==> src/rtl/branch_predictor.sv <==
// branch_predictor: direct-mapped BTB with a 2-bit saturating counter per entry.
// Optional BP_STATS_EN builds the hit-lookup and mispredict counters.
module branch_predictor #(
    parameter int PC_WIDTH = 32,
    parameter int ENTRIES  = 16
) (
    input  logic                clk_i,
    input  logic                rst_i,
    input  logic [PC_WIDTH-1:0] PCF_i,
    output logic                predictTakenF_o,
    output logic [PC_WIDTH-1:0] PCTargetPredF_o,
    input  logic                updateE_i,
    input  logic [PC_WIDTH-1:0] PCE_i,
    input  logic                branchTakenE_i,
    input  logic [PC_WIDTH-1:0] PCTargetE_i,
    input  logic                predictTakenE_i,
    output logic [31:0]         lookupCountO_o,
    output logic [31:0]         mispredictCount_o
);
    localparam int IDX_W = $clog2(ENTRIES);
    localparam int TAG_W = PC_WIDTH - IDX_W - 2;

    logic [ENTRIES-1:0]  r_valid;
    logic [TAG_W-1:0]    r_tag [ENTRIES];
    logic [PC_WIDTH-1:0] r_tgt [ENTRIES];
    logic [1:0]          r_ctr [ENTRIES];

    logic [IDX_W-1:0] w_fidx, w_eidx;
    logic [TAG_W-1:0] w_ftag, w_etag;
    logic             w_fhit, w_ehit;
    logic [1:0]       w_ectr;

    assign w_fidx = PCF_i[IDX_W+1:2];
    assign w_ftag = PCF_i[PC_WIDTH-1:IDX_W+2];
    assign w_eidx = PCE_i[IDX_W+1:2];
    assign w_etag = PCE_i[PC_WIDTH-1:IDX_W+2];
    assign w_fhit = r_valid[w_fidx] && (r_tag[w_fidx] == w_ftag);
    assign w_ehit = r_valid[w_eidx] && (r_tag[w_eidx] == w_etag);
    assign w_ectr = r_ctr[w_eidx];

    assign predictTakenF_o = w_fhit && r_ctr[w_fidx][1];
    assign PCTargetPredF_o = w_fhit ? r_tgt[w_fidx] : '0;

    always_ff @(posedge clk_i) begin
        if (rst_i) begin
            r_valid <= '0;
            for (int i = 0; i < ENTRIES; i++) r_ctr[i] <= 2'b01;
        end else if (updateE_i) begin
            if (w_ehit)
                r_ctr[w_eidx] <= branchTakenE_i ? (w_ectr == 2'b11 ? 2'b11 : w_ectr + 2'b01)
                                                : (w_ectr == 2'b00 ? 2'b00 : w_ectr - 2'b01);
            else if (branchTakenE_i) begin
                r_valid[w_eidx] <= 1'b1;
                r_ctr[w_eidx]   <= 2'b10;
            end
        end
    end

    // Tag rewrite on a hit stores the same value, so every taken update writes both fields.
    always_ff @(posedge clk_i) begin
        if (!rst_i && updateE_i && branchTakenE_i) begin
            r_tag[w_eidx] <= w_etag;
            r_tgt[w_eidx] <= PCTargetE_i;
        end
    end

`ifdef BP_STATS_EN
    logic [31:0] r_lkp_cnt, r_mis_cnt;
    logic        w_unused;

    assign w_unused          = ^{PCF_i[1:0], PCE_i[1:0]};
    assign lookupCountO_o    = r_lkp_cnt;
    assign mispredictCount_o = r_mis_cnt;

    always_ff @(posedge clk_i) begin
        if (rst_i) begin
            r_lkp_cnt <= '0;
            r_mis_cnt <= '0;
        end else begin
            if (w_fhit) r_lkp_cnt <= r_lkp_cnt + 32'd1;
            if (updateE_i && (predictTakenE_i != branchTakenE_i)) r_mis_cnt <= r_mis_cnt + 32'd1;
        end
    end
`else
    logic w_unused;

    assign w_unused          = ^{predictTakenE_i, PCF_i[1:0], PCE_i[1:0]};
    assign lookupCountO_o    = '0;
    assign mispredictCount_o = '0;
`endif
endmodule

==> config.mk <==
export PLATFORM = sky130hd
export DESIGN_NAME = branch_predictor
export DESIGN_NICKNAME = d
export VERILOG_FILES = /design/src/rtl/branch_predictor.sv
export SDC_FILE = /design/constraint.sdc
export NUM_CORES = 1
export LEC_CHECK = 0
export CAP_MARGIN = 20
export CELL_PAD_IN_SITES_DETAIL_PLACEMENT = 2
export CELL_PAD_IN_SITES_GLOBAL_PLACEMENT = 2
export CORE_MARGIN = 2
export CORE_UTILIZATION = 48
export DETAILED_ROUTE_END_ITERATION = 7
export PLACE_DENSITY = 0.86
export SLEW_MARGIN = 10
export SYNTH_ARGS = -nofsm -noshare
export SYNTH_HDL_FRONTEND = slang
export SYNTH_SLANG_ARGS = --single-unit
==> constraint.sdc <==
create_clock -name clk_i -period 9.5 [get_ports clk_i]
set_input_delay 1.425 -clock clk_i [delete_from_list [all_inputs] [get_ports clk_i]]
set_output_delay 1.425 -clock clk_i [all_outputs]
set_load 0.02 [all_outputs]
Word-level counts from Yosys, hierarchy flattened

Memories as Yosys holds them, arrays and structs flattened.
Cells that the tools add are included.

Register bits after elaboration: 16
Memory bits (writable): 960
Bits of input ports: 101
Output and inout port bits: 97
Logic and storage cells: 52
Memories kept: 3

Memories:

| name  | depth | width | read ports | clocked after Yosys merged registers in | write ports | line | source |
|---|---|---|---|---|---|---|---|
| r_tgt | 16    | 32    | 1          | 0                                       | 1           | 25   | `logic [PC_WIDTH-1:0] r_tgt [ENTRIES];` |
| r_tag | 16    | 26    | 2          | 0                                       | 1           | 24   | `logic [TAG_W-1:0] r_tag [ENTRIES];` |
| r_ctr | 16    | 2     | 2          | 0                                       | 16          | 26   | `logic [1:0] r_ctr [ENTRIES];` |

Add/sub/neg operators: 2
Magnitude comparators: 3
Equality and inequality tests: 3
Mux-type cells: 27
Bitwise logic cells: 3
Reduce and logical (&&, ||, !) cells: 10

Operator list:

| operator            | number |
|---|---|
| $eq 26x26->1        | 2 |
| $mux 32             | 1 |
| $mux 1              | 17 |
| $or 16x16->16       | 1 |
| $lt 4x5->1 const B  | 2 |
| $mux 2              | 5 |
| $bmux 1 s4          | 2 |
| $logic_and 1x1->1   | 6 |
| $demux 1 s4         | 1 |
| $ge 4x1->1 const B  | 1 |
| $mux 4              | 1 |
| $reduce_and 3->1    | 1 |
| $add 2x1->2 const B | 1 |
| $eq 2x2->1 const B  | 1 |
| $logic_not 2->1     | 1 |
| $reduce_or 2->1     | 1 |
| $sub 2x1->2 const B | 1 |
| $logic_not 1->1     | 1 |
| $not 1->1           | 1 |
| $or 1x1->1          | 1 |

Logic depth before layout (Yosys ltp)

Gate-level depths: netlist of run 1.

Word-level depth: 10
Depth in mapped cells: 16
Gate-level depth less buffers: 9

Worst setup path before layout of run 1

Ideal clock, no wire load.

Path kind: input to register
Start point: input PCE_i[5]
End point: memory r_tag[11][0] in the netlist's numbering, enable pin
Library setup time: 548 ps
Arrival: 6784 ps
Data required time: 8952 ps
Slack: 2168 ps
Stages on the path: 7
Path buffers: 5
Path through: buf_2 buf_2 buf_2 buf_2 clkbuf_1 nand2_1 nor3_1

RTL lines:

| element         | line | source |
|---|---|---|
| start, declared | 13   | `input logic [PC_WIDTH-1:0] PCE_i,` |
| end, declared   | 24   |  |

No word-level cell before the write port.

Worst setup path in the final report of run 1

Start point: input PCF_i[2]
End point: output PCTargetPredF_o[23]

Word-level cells in the longest chain between the ends: 4
Elaborated cells between the ends (all ways): 7
Those cells by class: eq/ne: 1; mux: 3; reduce/logical: 1; memory: 2

Ends and longest elaborated chain:

| element                                     | line | source |
|---|---|---|
| start, declared                             | 9    | `input logic [PC_WIDTH-1:0] PCF_i,` |
| $mem_v2 16x26 or $bmux 1 s4 (tied branches) | -    |  |
| $eq 26x26->1 or $mux 1 (tied branches)      | 37   | `assign w_fhit = r_valid[w_fidx] && (r_tag[w_fidx] == w_ftag);` |
| $logic_and 1x1->1                           | 37   |  |
| $mux 32 *                                   | 42   | `assign PCTargetPredF_o = w_fhit ? r_tgt[w_fidx] : '0;` |
| end, declared                               | 11   | `output logic [PC_WIDTH-1:0] PCTargetPredF_o,` |

Every way passes the cells marked *; elsewhere a longest branch is shown, timed or not. The select of a mux whose other input is x is not followed.

==> reports/results.txt, run 1 <==
Status - finished, final reports clean
Worst Path Arrival - 6.64 ns
Max-cap viol count - 0
Cell variety after synth - 63
# IOs - 198
Max Fclk - 124 MHz
Synthesized area - 42600 sq um
Global placement routability congestion - 0.862
Post-synth EDFFs - 960
FFs w/ async S/R, synth - 0%
Worst-path cell chain - buf_8, mux4_2, mux4_2, xnor2_1, nand4_1, nor4_1, nand4_1, buf_4, nor2b_1, clkdlybuf4s50_1
Initial antenna violation count - 7
Area delta synth->final - 13.1%
Worst reg-to-reg path cell count - 8
Total core area - 88100 sq um
Worst Hold Class - reg2reg
Number of global-route vias before repair - 26200
Layout cell share with drive strength beyond 1 - 25.7%
Slew @ Worst Pin - 1.31 ns
Avg Inst Size Synth - 20.2 sq um
Most common cell in the netlist - edfxtp_1
TritonCTS Sinks - 976
Final ANT Viol Nets - 0
Total CTS buffers - 102
DRT Pass-1 Iters - 5
Initial DRC count - 3136
Tot GR Track Use - 32.4%
Largest net degree at the start of global routing - 105
CTS H-Tree Depth - 3
Post-CTS setup buffers - 0
Final Hold Violating Endpoints - 0
GRT Residual Overflow - 0
Via count - 24300
Gate Count Post-Synth - 2105
Leak - 0.0152 uW
Clock slew seen by the registers of the worst setup and hold paths - 0.05 ns
# hold bufs at CTS - 0
Hold Crit Depth - 1
Worst path max stage delay - 1.18 ns
Fin crit period - 8.07 ns
Post-synth top cells - 960 x edfxtp_1, 372 x mux4_2, 104 x mux2i_1, 67 x buf_4, 65 x clkbuf_1
CTS tree - done
Setup TNS - 0 ns
Top cells by area, synth - edfxtp_1 68%, mux4_2 20%, mux2i_1 2.4%, buf_4 1.2%, dfxtp_1 0.75%
First-pass GRT wire length - 206 mm
WS Path Type - in2out
Finished Core Util - 54.7%
PostCTS Resize Cnt - 0
Area leader, netlist - edfxtp_1
PwrDens - 197 nW/um^2
R2r startpoint - r_tag[11][12]
Final WL - 146 mm
Critical path startpoint - PCF_i[2]
WP data required - 8.08 ns
RSZ-0062 raised after global routing - no
Die Width - 302 microns
Dpl hpwl - 79.9 mm
Die Y - 302 microns
Longest Clk Path Bufs - 3
Clk_lat worst skew - 0.71 ns
Die area - 91100 sq um
RR Endpoint - r_ctr[9][0]
Site Rows - 109
Origin of the worst min-delay path - r_valid[5]
Register area share after synthesis - 68.4%
Nets - 2355
CP startpoint kind - input port
Max Slew Vio Count - 0
Critical Path Fanout Max - 76
Peak supply drop - 0.193 mV
Hold path endpoint - r_valid[5]
Initial Utilization - 48.3%
Top_reg_cell synth - edfxtp_1
DRC violations left - 0
Final setup violation count - 0
Root Driver - clkbuf_16
Skew final - 0.0501 ns
Synthesized flop and latch total - 976
Final worst-path cycle share - 84.9%
Master of the slowest instance on the critical path - nor4_1
Ys Warns - 0
Slew margin rel. - 11.7%
Avg WL per Cell - 41.7 microns
CP endpoint kind - primary output
Flop2flop setup slack - 4.78 ns
Top cell type's share of synthesized area - 67.7%
Mean number of vias per cell - 6.94
Port bufs - 128
-- layout make-up --
| cell class | count | area, sq um |
|---|---|---|
| Fill cell | 7279 | 39900 |
| Antenna cell | 4 | 10.0 |
| Clock inverter | 54 | 510 |
| Tap cell | 1165 | 1460 |
| Sequential cell | 976 | 29100 |
| Multi-Input combinational cell | 979 | 12500 |
| Clock buffer | 135 | 2730 |
| Inverter | 18 | 82.6 |
| Timing Repair Buffer | 177 | 1690 |
-- cell families (layout without fill, tap and decap cells) --
family	after synthesis	after routing	share of synthesized area [%]
AO/OA/AOI/OAI	156	156	2.69
buffers and inverters	213	384	2.76
other	1	68	0.00881
flip-flops	976	976	68.4
XOR/XNOR	41	41	0.843
AND/OR/NAND/NOR	230	230	2.82
multiplexers	488	488	22.4
-- flip-flops by register name, indices dropped and copies added (netlist names) --
signal,count
r_tag,416
r_tgt,512
r_valid,16
r_ctr,32
-- cell usage in the layout, fill, tap and decap left out, drive strengths merged, types with 28 or more instances in the layout --
cell,count
edfxtp,960
mux4,372
clkbuf,137
clkdlybuf4s50,120
mux2i,104
conb,64
nand2,57
buf,55
clkinv,54
nor2b,43
nand3,39
o21ai,35
a22oi,34
xnor2,28
-- power by group --
group / total, uW / internal (uW) / leakage, uW / switching [uW]
logic: 698 / 278 / 0.00486 / 420
clock network: 4020 / 2200 / 0.00157 / 1830
registers: 4790 / 4770 / 0.00879 / 19.6
total: 9510 / 7240 / 0.0152 / 2270
-- metrics by stage --
stage                     total power (uW)  worst slack, ns  std cells  instance area, sq um  hold slack (ns)
final                                 9510             1.43       3508                 48200            0.513
after global routing                  9700             1.29       3505                 48200            0.524
after CTS                             9540             1.48       3502                 48100            0.512
after detailed placement              5550             1.57       3313                 44900            0.489
after global placement                5500             1.97       3313                 44900            0.479
after floorplan                       5300             2.17       2168                 42800            0.461
-- worst max-delay path by stage --
stage                          end  slack [ns]  cells after the start
2_1_floorplan         r_tag[11][0]        2.17                      7
3_3_place_gp   PCTargetPredF_o[25]        1.97                     10
3_5_place_dp   PCTargetPredF_o[23]        1.57                     10
4_1_cts        PCTargetPredF_o[23]        1.48                     10
5_1_grt        PCTargetPredF_o[23]        1.29                     10
6_report       PCTargetPredF_o[23]        1.43                     10
-- worst max-delay path: cells and delay by family --
| kind | cells | cell delay, ns |
|---|---|---|
| xor gates and xnor gates | 1 | 0.21 |
| buffers and inverters | 3 | 1.74 |
| and+or+nand+nor | 4 | 2.02 |
| muxes | 2 | 1.14 |
-- per-layer routing --
layer,global-route usage (%),part of all wire (%),vias to the layer above
met4,13.0,4.1,6
met5,0,0.027,-
met3,6.16,8.1,348
met1,41.4,37,13300
li1,-,-,9095
met2,55.0,51,1561
(Power assumes the default switching activity.)
==> run 2: changes to the inputs <==
--- a/config.mk
+++ b/config.mk
@@ -9,9 +9,9 @@
 export CELL_PAD_IN_SITES_DETAIL_PLACEMENT = 2
 export CELL_PAD_IN_SITES_GLOBAL_PLACEMENT = 2
 export CORE_MARGIN = 2
-export CORE_UTILIZATION = 48
+export CORE_UTILIZATION = 43
 export DETAILED_ROUTE_END_ITERATION = 7
-export PLACE_DENSITY = 0.86
+export PLACE_DENSITY = 0.82
 export SLEW_MARGIN = 10
 export SYNTH_ARGS = -nofsm -noshare
 export SYNTH_HDL_FRONTEND = slang
==> constraint.sdc (replaced) <==
create_clock -name clk_i -period 7.1 [get_ports clk_i]
set_input_delay 1.065 -clock clk_i [delete_from_list [all_inputs] [get_ports clk_i]]
set_output_delay 1.065 -clock clk_i [all_outputs]
set_load 0.02 [all_outputs]
==> run 2 against run 1 <==
Sequential cell count unchanged; sequential share of layout area down 1.0 points; die area up 11%; non-clock buffer count up 40; highest routed layer unchanged; total power up 36%; register-to-register slack worse by 2.3 ns; clock-buffer cell count down 13; clock skew down 0.021 ns; clock power up 39%; critical endpoint is now PCTargetPredF_o[3]; core utilization down 4.8 points; worst hold slack about the same; sequential power up 34%; largest cell class unchanged.
==> reports/results.txt, run 2 (synthesized netlist as in run 1, its figures left out) <==
Layout Cells excl Fill - 3667
Number of global-route vias before repair - 25900
Initial Utilization - 43.3%
Layout cell share with drive strength beyond 1 - 27.6%
Wire length on met1 - 52.6 mm
Hold Crit Depth - 1
Clock slew seen by the registers of the worst setup and hold paths - 0.06 ns
Die Y - 319 microns
Die area - 102000 sq um
Most common cell after layout, fill and taps aside - edfxtp_1
TritonCTS Sinks - 976
Final setup violation count - 0
Leak - 0.0156 uW
Area delta synth->final - 15.1%
Max reg flops - 512
Final WS setup - 0.363 ns
Via count - 23800
Placed Cells - 3471
Fin crit period - 6.74 ns
Setup TNS - 0 ns
Uppermost layer routed - met5
Max-cap viol count - 0
Biggest register - r_tgt
Setup WS pre-CTS - 0.609 ns
Master of the slowest instance on the critical path - nor4_1
Port bufs - 128
Final ANT Viol Nets - 0
CP startpoint kind - input port
# IOs - 198
Worst-path cell chain - buf_6, buf_4, mux4_2, mux4_2, xor2_1, nor4_1, nand4_1, buf_4, nor2b_1, clkdlybuf4s50_1
# hold bufs at CTS - 0
Largest net degree at the start of global routing - 75
Max Fclk - 148 MHz
Finished Core Util - 49.9%
Final WL - 140 mm
Met2 routed WL - 72.3 mm
Max Slew Vio Count - 0
Post-CTS setup buffers - 0
DRC violations left - 0
Longest Clk Path Bufs - 3
Dpl hpwl - 84.2 mm
RSZ-0062 raised after global routing - no
Worst Hold Class - reg2reg
Biggest regs - r_tgt x512, r_tag x416, r_ctr x32
Slew margin rel. - 26.8%
Met3 Wirelength - 9.35 mm
Final Hold Violating Endpoints - 0
Die Width - 319 microns
Mean number of vias per cell - 6.48
Worst path max stage delay - 0.83 ns
Initial antenna violation count - 8
Total CTS buffers - 104
CP endpoint kind - primary output
Nets - 2397
Worst reg-to-reg path cell count - 8
Commonest cells after routing, fill and taps aside - 960 x edfxtp_1, 372 x mux4_2, 120 x clkdlybuf4s50_1
Total core area - 98300 sq um
Fillers - 8496
CTS H-Tree Depth - 3
Initial DRC count - 2757
Slew @ Worst Pin - 1.10 ns
Worst Path Arrival - 5.67 ns
Critical Path Fanout Max - 55
First-pass GRT wire length - 199 mm
Status - finished, final reports clean
WS Path Type - in2out
PwrDens - 263 nW/um^2
Global placement routability congestion - 0.849
PostCTS Resize Cnt - 0
CTS tree - done
Avg WL per Cell - 38.2 microns
Skew final - 0.0288 ns
DRT Pass-1 Iters - 5
Root Driver - clkbuf_16
GRT Residual Overflow - 0
Final worst-path cycle share - 94.9%
Site Rows - 115
Tot GR Track Use - 27.6%
Peak supply drop - 0.284 mV
WP data required - 6.03 ns
Clk_lat worst skew - 0.72 ns
[run 2: area by class of cell]
class,instances,area (sq um),area share (%)
sequential,976,29100,59.5
multi-input combinational,979,12500,25.6
clock buffer,122,2730,5.57
timing repair buffer,217,2180,4.45
tap,1287,1610,3.29
clock inverter,67,713,1.46
inverter,18,82.6,0.169
antenna,1,2.50,0.00511
[run 2: layer usage]
layer  vias to the layer above  GRT usage [%]
met5                         -              0
met4                        10           11.4
met3                       318           4.76
met2                      1259           47.7
met1                     13000           34.6
li1                       9170              -
[run 2: worst paths after layout]
check	end	slack [ns]	startpoint
worst max register to register	r_ctr[10][0]	2.47	r_tag[15][16]
worst min register to register	r_valid[9]	0.51	r_valid[9]
worst min-delay path	r_valid[9]	0.51	r_valid[9]
worst max-delay path	PCTargetPredF_o[3]	0.36	PCF_i[3]
[run 2: critical path, delay by kind of cell]
kind	cells	cell delay (ns)
muxes	2	0.89
buffers and inverters	4	2.10
xor gates and xnor gates	1	0.16
and+or+nand+nor	3	1.36
[run 2: metrics by stage]
stage	total power (uW)	hold slack [ns]	cell area, sq um
floorplan	7090	0.461	42800
global placement	7380	0.483	45400
detailed placement	7440	0.494	45400
CTS	13000	0.512	48900
global route	13200	0.540	49000
finish	12900	0.513	49000
[run 2: where the power goes]
group | total, uW | internal (uW) | switching (uW)
registers | 6400 | 6380 | 23.7
clock network | 5570 | 3170 | 2400
logic | 936 | 384 | 552
==> run 3: changes to the inputs <==
--- a/config.mk
+++ b/config.mk
@@ -10,6 +10,7 @@
 export CELL_PAD_IN_SITES_GLOBAL_PLACEMENT = 2
 export CORE_MARGIN = 2
 export CORE_UTILIZATION = 43
+export CTS_CLUSTER_SIZE = 40
 export DETAILED_ROUTE_END_ITERATION = 7
 export PLACE_DENSITY = 0.82
 export SLEW_MARGIN = 10
==> results of run 3 <==
The final DEF is identical to that of run 2; final timing and power are the same.
